<file path="config.mk">
export PLATFORM = sky130hd
export DESIGN_NAME = fnd_scan_sequencer_flat
export DESIGN_NICKNAME = d
export VERILOG_FILES = /design/src/rtl/fnd_num_if.sv /design/src/rtl/fnd_scan_sequencer.sv /design/src/flat_wrapper.sv
export SDC_FILE = /design/constraint.sdc
export NUM_CORES = 1
export LEC_CHECK = 0
export ABC_AREA = 1
export BUFFER_PORTS_ARGS = -buffer_cell sky130_fd_sc_hd__buf_2
export CAP_MARGIN = 20
export CORE_MARGIN = 3
export CORE_UTILIZATION = 56
export CTS_BUF_LIST = sky130_fd_sc_hd__clkbuf_16
export CTS_CLUSTER_DIAMETER = 200
export DETAILED_ROUTE_END_ITERATION = 10
export GPL_ROUTABILITY_DRIVEN = 0
export HOLD_SLACK_MARGIN = 0.03
export MAX_ROUTING_LAYER = met4
export PLACE_DENSITY = 0.81
export SYNTH_ARGS = -nofsm -noshare
export SYNTH_HDL_FRONTEND = slang
export SYNTH_SLANG_ARGS = --single-unit
</file>
<file path="constraint.sdc">
create_clock -name PCLK -period 2 [get_ports PCLK]
set_input_delay 0.1 -clock PCLK [delete_from_list [all_inputs] [get_ports PCLK]]
set_output_delay 0.1 -clock PCLK [all_outputs]
set_load 0.01 [all_outputs]
</file>
<file path="src/rtl/fnd_num_if.sv">
// Value handshake between the FND register block (master) and the scan
// sequencer (slave).
// Handshake: the master raises num_valid with num_data and holds both stable
// until it sees num_ready high at a rising PCLK edge. The transfer happens on
// that edge. num_ready never depends combinationally on num_valid.
interface fnd_num_if;
  logic        num_valid;
  logic [13:0] num_data;
  logic        num_ready;

  modport master (output num_valid, output num_data, input num_ready);
  modport slave  (input num_valid, input num_data, output num_ready);
endinterface

</file>
<file path="src/rtl/fnd_scan_sequencer.sv">
// 4-digit common-anode FND sequencer: binary value -> BCD by an iterative
// double-dabble FSM, then time-multiplexed digit scan with a blanking guard,
// leading-zero suppression and per-digit decimal point.
module fnd_scan_sequencer #(
  parameter int REFRESH_DIV = 100_000,
  parameter int BLANK_CYC   = 64
) (
  input  logic        PCLK,
  input  logic        PRESET,
  input  logic        enable,
  input  logic        blank_lz,
  input  logic [3:0]  dp_mask,
  fnd_num_if.slave    num,
  output logic        busy,
  output logic        overflow,
  output logic [3:0]  fndCom,
  output logic [7:0]  fndFont,
  output logic [1:0]  conv_state
);

  localparam int DIV_W = (REFRESH_DIV > 1) ? $clog2(REFRESH_DIV) : 1;

  typedef enum logic [1:0] {ST_IDLE = 2'd0, ST_SHIFT = 2'd1, ST_COMMIT = 2'd2} state_t;

  state_t      state, next_state;
  logic        accept;
  logic        ready_q;
  logic [13:0] sh;
  logic [15:0] bcd, bcd_adj;
  logic [3:0]  cnt;
  logic        ovf_cap;
  logic [15:0] disp;
  logic        overflow_q;

  logic [DIV_W-1:0] div;
  logic [1:0]       idx;
  logic [3:0]       cur_digit;
  logic             lz_zero;
  logic [6:0]       font_seg;
  logic             lit;

  function automatic logic [6:0] seg7(input logic [3:0] d);
    case (d)
      4'd0:    seg7 = 7'h40;
      4'd1:    seg7 = 7'h79;
      4'd2:    seg7 = 7'h24;
      4'd3:    seg7 = 7'h30;
      4'd4:    seg7 = 7'h19;
      4'd5:    seg7 = 7'h12;
      4'd6:    seg7 = 7'h02;
      4'd7:    seg7 = 7'h78;
      4'd8:    seg7 = 7'h00;
      4'd9:    seg7 = 7'h10;
      default: seg7 = 7'h7F;
    endcase
  endfunction

  assign num.num_ready = ready_q;
  assign busy          = (state != ST_IDLE);
  assign overflow      = overflow_q;
  assign conv_state    = state;

  // Converter next-state: accept only while idle and ready, 14 shifts, one commit.
  always_comb begin
    next_state = state;
    accept     = 1'b0;
    case (state)
      ST_IDLE: begin
        if (num.num_valid && ready_q) begin
          accept     = 1'b1;
          next_state = ST_SHIFT;
        end
      end
      ST_SHIFT:  if (cnt == 4'd13) next_state = ST_COMMIT;
      ST_COMMIT: next_state = ST_IDLE;
      default:   next_state = ST_IDLE;
    endcase
  end

  // Add-3 correction on every BCD nibble >= 5 ahead of the shift.
  always_comb begin
    bcd_adj = bcd;
    for (int i = 0; i < 4; i++) begin
      if (bcd[4*i +: 4] >= 4'd5) bcd_adj[4*i +: 4] = bcd[4*i +: 4] + 4'd3;
    end
  end

  // Converter state and datapath; the display copy is taken in one cycle so the scan never sees partial digits.
  always_ff @(posedge PCLK) begin
    if (!PRESET) begin
      state      <= ST_IDLE;
      ready_q    <= 1'b0;
      sh         <= '0;
      bcd        <= '0;
      cnt        <= '0;
      ovf_cap    <= 1'b0;
      disp       <= '0;
      overflow_q <= 1'b0;
    end else begin
      state   <= next_state;
      ready_q <= (next_state == ST_IDLE);
      if (accept) begin
        sh      <= num.num_data;
        bcd     <= '0;
        cnt     <= '0;
        ovf_cap <= (num.num_data > 14'd9999);
      end else if (state == ST_SHIFT) begin
        bcd <= {bcd_adj[14:0], sh[13]};
        sh  <= {sh[12:0], 1'b0};
        cnt <= cnt + 4'd1;
      end else if (state == ST_COMMIT) begin
        disp       <= bcd;
        overflow_q <= ovf_cap;
      end
    end
  end

  // Slot divider and digit index; disabling parks both at zero.
  always_ff @(posedge PCLK) begin
    if (!PRESET || !enable) begin
      div <= '0;
      idx <= 2'd0;
    end else if (div == DIV_W'(REFRESH_DIV - 1)) begin
      div <= '0;
      idx <= idx + 2'd1;
    end else begin
      div <= div + 1'b1;
    end
  end

  // Segment pattern for the current slot: dashes on overflow, else LZ blank or digit.
  always_comb begin
    cur_digit = disp[4*idx +: 4];
    case (idx)
      2'd1:    lz_zero = (disp[15:4] == 12'd0);
      2'd2:    lz_zero = (disp[15:8] == 8'd0);
      2'd3:    lz_zero = (disp[15:12] == 4'd0);
      default: lz_zero = 1'b0;
    endcase
    if (overflow_q)               font_seg = 7'h3F;
    else if (blank_lz && lz_zero) font_seg = 7'h7F;
    else                          font_seg = seg7(cur_digit);
    lit = enable && (div >= DIV_W'(BLANK_CYC));
  end

  // Registered pin drivers; everything dark during the guard interval.
  always_ff @(posedge PCLK) begin
    if (!PRESET) begin
      fndCom  <= 4'hF;
      fndFont <= 8'hFF;
    end else if (lit) begin
      fndCom  <= ~(4'b0001 << idx);
      fndFont <= {~dp_mask[idx], font_seg};
    end else begin
      fndCom  <= 4'hF;
      fndFont <= 8'hFF;
    end
  end

endmodule
</file>
<file path="src/flat_wrapper.sv">
// flat-port wrapper written by rule: the top's interface ports become plain ports
module fnd_scan_sequencer_flat 
#(
  parameter int REFRESH_DIV = 100_000,
  parameter int BLANK_CYC   = 64
)
  (PCLK, PRESET, enable, blank_lz, dp_mask, busy, overflow, fndCom, fndFont, conv_state, num_num_valid, num_num_data, num_num_ready);
  fnd_num_if num_i ();
  input  logic PCLK;
  input  logic PRESET;
  input  logic enable;
  input  logic blank_lz;
  input  logic [3:0] dp_mask;
  output logic busy;
  output logic overflow;
  output logic [3:0] fndCom;
  output logic [7:0] fndFont;
  output logic [1:0] conv_state;
  input wire logic [$bits(num_i.num_valid)-1:0] num_num_valid;
  input wire logic [$bits(num_i.num_data)-1:0] num_num_data;
  output wire logic [$bits(num_i.num_ready)-1:0] num_num_ready;
  assign num_i.num_valid = num_num_valid;
  assign num_i.num_data = num_num_data;
  assign num_num_ready = num_i.num_ready;
  fnd_scan_sequencer #(.REFRESH_DIV(REFRESH_DIV), .BLANK_CYC(BLANK_CYC)) u_core (.PCLK(PCLK), .PRESET(PRESET), .enable(enable), .blank_lz(blank_lz), .dp_mask(dp_mask), .num(num_i), .busy(busy), .overflow(overflow), .fndCom(fndCom), .fndFont(fndFont), .conv_state(conv_state));
endmodule
</file>
==> out/qor.csv <==
stage,metric,value,unit
outcome,run_status,"finished, final reports clean",
global_routing,grt_start_max_net_pins,35,
setup_path,r2r_end,u_core.fndFont[6]$_SDFF_PN1_,
min_path,hold-path-endpoint,u_core.sh[2]$_SDFFE_PN0P_,
clock_tree,clk_transition_reported_paths,0.06,ns
clock_tree,post_cts_buffers,0,
routing,num_vias,3823,
routing,initial_drt_markers,148,
yosys,synth.top_cells.by_count,"115 x nand2_1, 86 x dfxtp_1, 68 x inv_1",
routing,drtPass1Iterations,5,
yosys,yosysTopAreaCellShare,41.14,%
yosys,synthDominantAreaCellType,dfxtp_1,
clock_tree,cts_inserted_buffers,9,
clock_tree,clockRootBuffer,clkbuf_16,
yosys,asyncSetResetFlopFracSynth,0,%
setup_path,count_of_cells_along_the_worst_register_to_register_path,11,
yosys,sequential_element_share_of_the_synthesized_area,41.14,%
setup_path,timing.reg2reg.setup_slack,0.23,ns
routing,postRouteWirelength,8972,µm
min_path,hp-start,num_num_data[2],
yosys,synthesis.nets,609,
die,initial_core_util,59.63,%
setup_path,worst-endpoint-arrival,2.00,ns
routing,wire_per_inst,12.69,µm
finish,antenna-diode-count,0,
clock_tree,cts_htree_levels,3,
die,die_w,92.45,µm
timing,unrepaired_setup_endpoints_after_global_routing,no,
clock_tree,worst_skew_pair.late_latency,0.33,ns
placed_design,numPortBuffers,39,
min_path,hold_path_class,in -> reg,
timing,max-slew-margin-rel,64.82,%
timing,layout_worst_path_cycle_share,88.68,%
yosys,synth_cell_type_count,33,
timing,worst_pin_slew,0.5272,ns
timing,final_hold_viol_count,0,
yosys,most_common_flop_cell_mapped_by_yosys,dfxtp_1,
timing,final-max-slew-violation-count,0,
pwr,fin_total_pwr,3.704,mW
setup_path,critical_path.endpoint_type,flip-flop,
min_path,worst_hold_path.num_cells,3,
routing,drc,0,
setup_path,cp-start-kind,flip-flop,
clock_tree,cts_tree,yes,
global_routing,grt_remaining_overflow,0,
setup_path,critPathKind,reg -> reg,
yosys,synth_enable_flop_cells,0,
finish,layout-area-overhead-vs-synth,14.62,%
placed_design,place.detailed.instances,690,
global_routing,grt_antenna_before_repair,0,
die,chipHeight,92.45,µm
routing,avgViaCountPerCell,5.407,
timing,clock.fmax,563.8,MHz
timing,setup_viol_count_final,0,
timing,fin_skew,0.007915,ns
job,max_cap_violation_count,0,
pwr,p_per_area,772.1,mW/mm²
timing,post-route-min-period,1.774,ns
die,die_footprint,0.008547,mm²
yosys,syn-instance-count,564,
setup_path,crit_path_max_fanout,11,
yosys,ys_ff_latch,86,
global_routing,grt_first_pass_wirelength,15670,µm
yosys,syn-cell-area,0.004185,mm²
clock_tree,number_of_sinks_on_the_clock_net,86,
die,boundaryPins,40,
routing,detail-route-antenna-nets,0,
global_routing,grt_pass1_vias,3726,
timing,tns,0,ns
global_routing,globalRouteTotalUtil,22.88,%
pwr,peakVddDrop,0.0004922,V
yosys,avgSynthCellArea,7.421,µm²
clock_tree,max-clock-path-buffers,2,
yosys,post_synth_main_area_contributors,"dfxtp_1 41%, nand2_1 10%, ha_1 6.6%",
die,fp-row-count,30,
setup_path,worstPathRequired,2.23,ns
placed_design,place_hpwl,6350,µm
setup_path,rr_startpoint,u_core.idx[1]$_SDFFE_PP0P_,
finish,final_layout_size_suffix_gt1_share,15.06,%
finish,fin_cells,707,
yosys,dominant_cell_by_count_in_the_synthesized_netlist,nand2_1,
timing,finalHoldWorstSlack,0.03946,ns
finish,layout.nets,652,
pwr,p_leak,2.030,nW
yosys,synthesis.yosys.warnings,0,
die,design.core.area,0.007019,mm²
-- layer usage --
layer  wire length (µm)  vias up  global-route usage (%)
met5                  0        -                       -
met1               3906     1764                   25.90
met4                195        0                   10.89
li1                   -     1950                       -
met2               4547       90                   39.88
met3                323       19                   3.087
-- state kept, by name, indices dropped and copies added, names as in the netlist --
| register | count |
|---|---|
| u_core.fndCom | 4 |
| u_core.overflow | 1 |
| u_core.idx | 2 |
| u_core.conv_state | 2 |
| u_core.fndFont | 8 |
| u_core.cnt | 4 |
| u_core.ovf_cap | 1 |
| u_core.sh | 14 |
| u_core.num.num_ready | 1 |
| u_core.disp | 16 |
| u_core.div | 17 |
| u_core.bcd | 16 |
-- cells in the final DEF (no fill, tap or decap), drive strengths merged, types with 2 or more instances in the layout --
master and count:
a21oi 49, a31oi 7, buf 47, bufinv 2, clkbuf 9, dfxtp 86
dlygate4sd3 2, ha 22, inv 76, nand2 120, nand3 40, nand3b 3
nand4 20, nor2 42, nor3 13, o211ai 2, o21ai 48, o22ai 5
or2 2, xor2 9
-- power by group --
group          switching [mW]  internal, mW
Combinational           0.139        0.0769
Sequential             0.0186          1.74
Clock                   0.650          1.08
Total                   0.808          2.90
-- critical path: stages, from the launching register on --
cell and delay, ns:
dfxtp_2 0.41, inv_2 0.13, a21oi_1 0.15, o21ai_0 0.10, nand2_1 0.16, inv_1 0.09, ha_1 0.18, nand3b_1 0.17
nand3_1 0.09, nand3_1 0.07, nand2_1 0.07, nand2_1 0.04
-- per-stage QoR --
| stage | worst slack, ns | util (%) | instance area, µm² |
|---|---|---|---|
| finish | 0.2263 | 68.34 | 4797 |
| floorplan | 0.3734 | - | 4185 |
| global route | 0.02446 | 68.34 | 4797 |
| detailed placement | 0.05309 | 63.64 | 4467 |
| CTS | 0.03242 | 68.27 | 4792 |
| global placement | 0.1987 | 63.64 | 4467 |
-- how the worst max path moves through the flow --
stage / to / from / cells past startpoint / slack (ns)
floorplan: u_core.fndFont[6]$_SDFF_PN1_ / u_core.idx[0]$_SDFFE_PP0P_ / 12 / 0.37
global placement: u_core.fndFont[6]$_SDFF_PN1_ / u_core.idx[0]$_SDFFE_PP0P_ / 11 / 0.20
detailed placement: u_core.fndFont[6]$_SDFF_PN1_ / u_core.idx[0]$_SDFFE_PP0P_ / 11 / 0.05
CTS: u_core.fndFont[6]$_SDFF_PN1_ / u_core.idx[0]$_SDFFE_PP0P_ / 11 / 0.03
global route: u_core.bcd[14]$_SDFFE_PP0N_ / u_core.conv_state[0]$_SDFF_PN0_ / 6 / 0.02
finish: u_core.fndFont[6]$_SDFF_PN1_ / u_core.idx[1]$_SDFFE_PP0P_ / 11 / 0.23
-- final cells by class --
type | instances | area, µm²
flip-flops and latches | 86 | 1727
fillers | 583 | 2222
inverters | 74 | 277.8
repair buffers | 49 | 275.3
clock inverters | 6 | 80.08
clock buffers | 9 | 225.2
multi-input cells | 387 | 2092
well taps | 96 | 120.1
-- what timing repair did --
item / in CTS / in global routing
hold endpoints to repair: 2 / 0
hold buffers: 2 / 0
resized for setup: 0 / 3
endpoints found under the setup margin: 0 / 4
-- cell families (layout without fill, tap and decap cells) --
family          Yosys count  in the layout  share of synthesized area [%]
fa+ha+maj                22             22                          6.577
compound gates          113            113                          14.74
flops                    86             86                          41.14
buf+inv                  91            138                          8.879
simple gates            243            243                          26.79
xor+xnor                  9              9                          1.884
No activity file was read; power rests on OpenSTA's default activity.
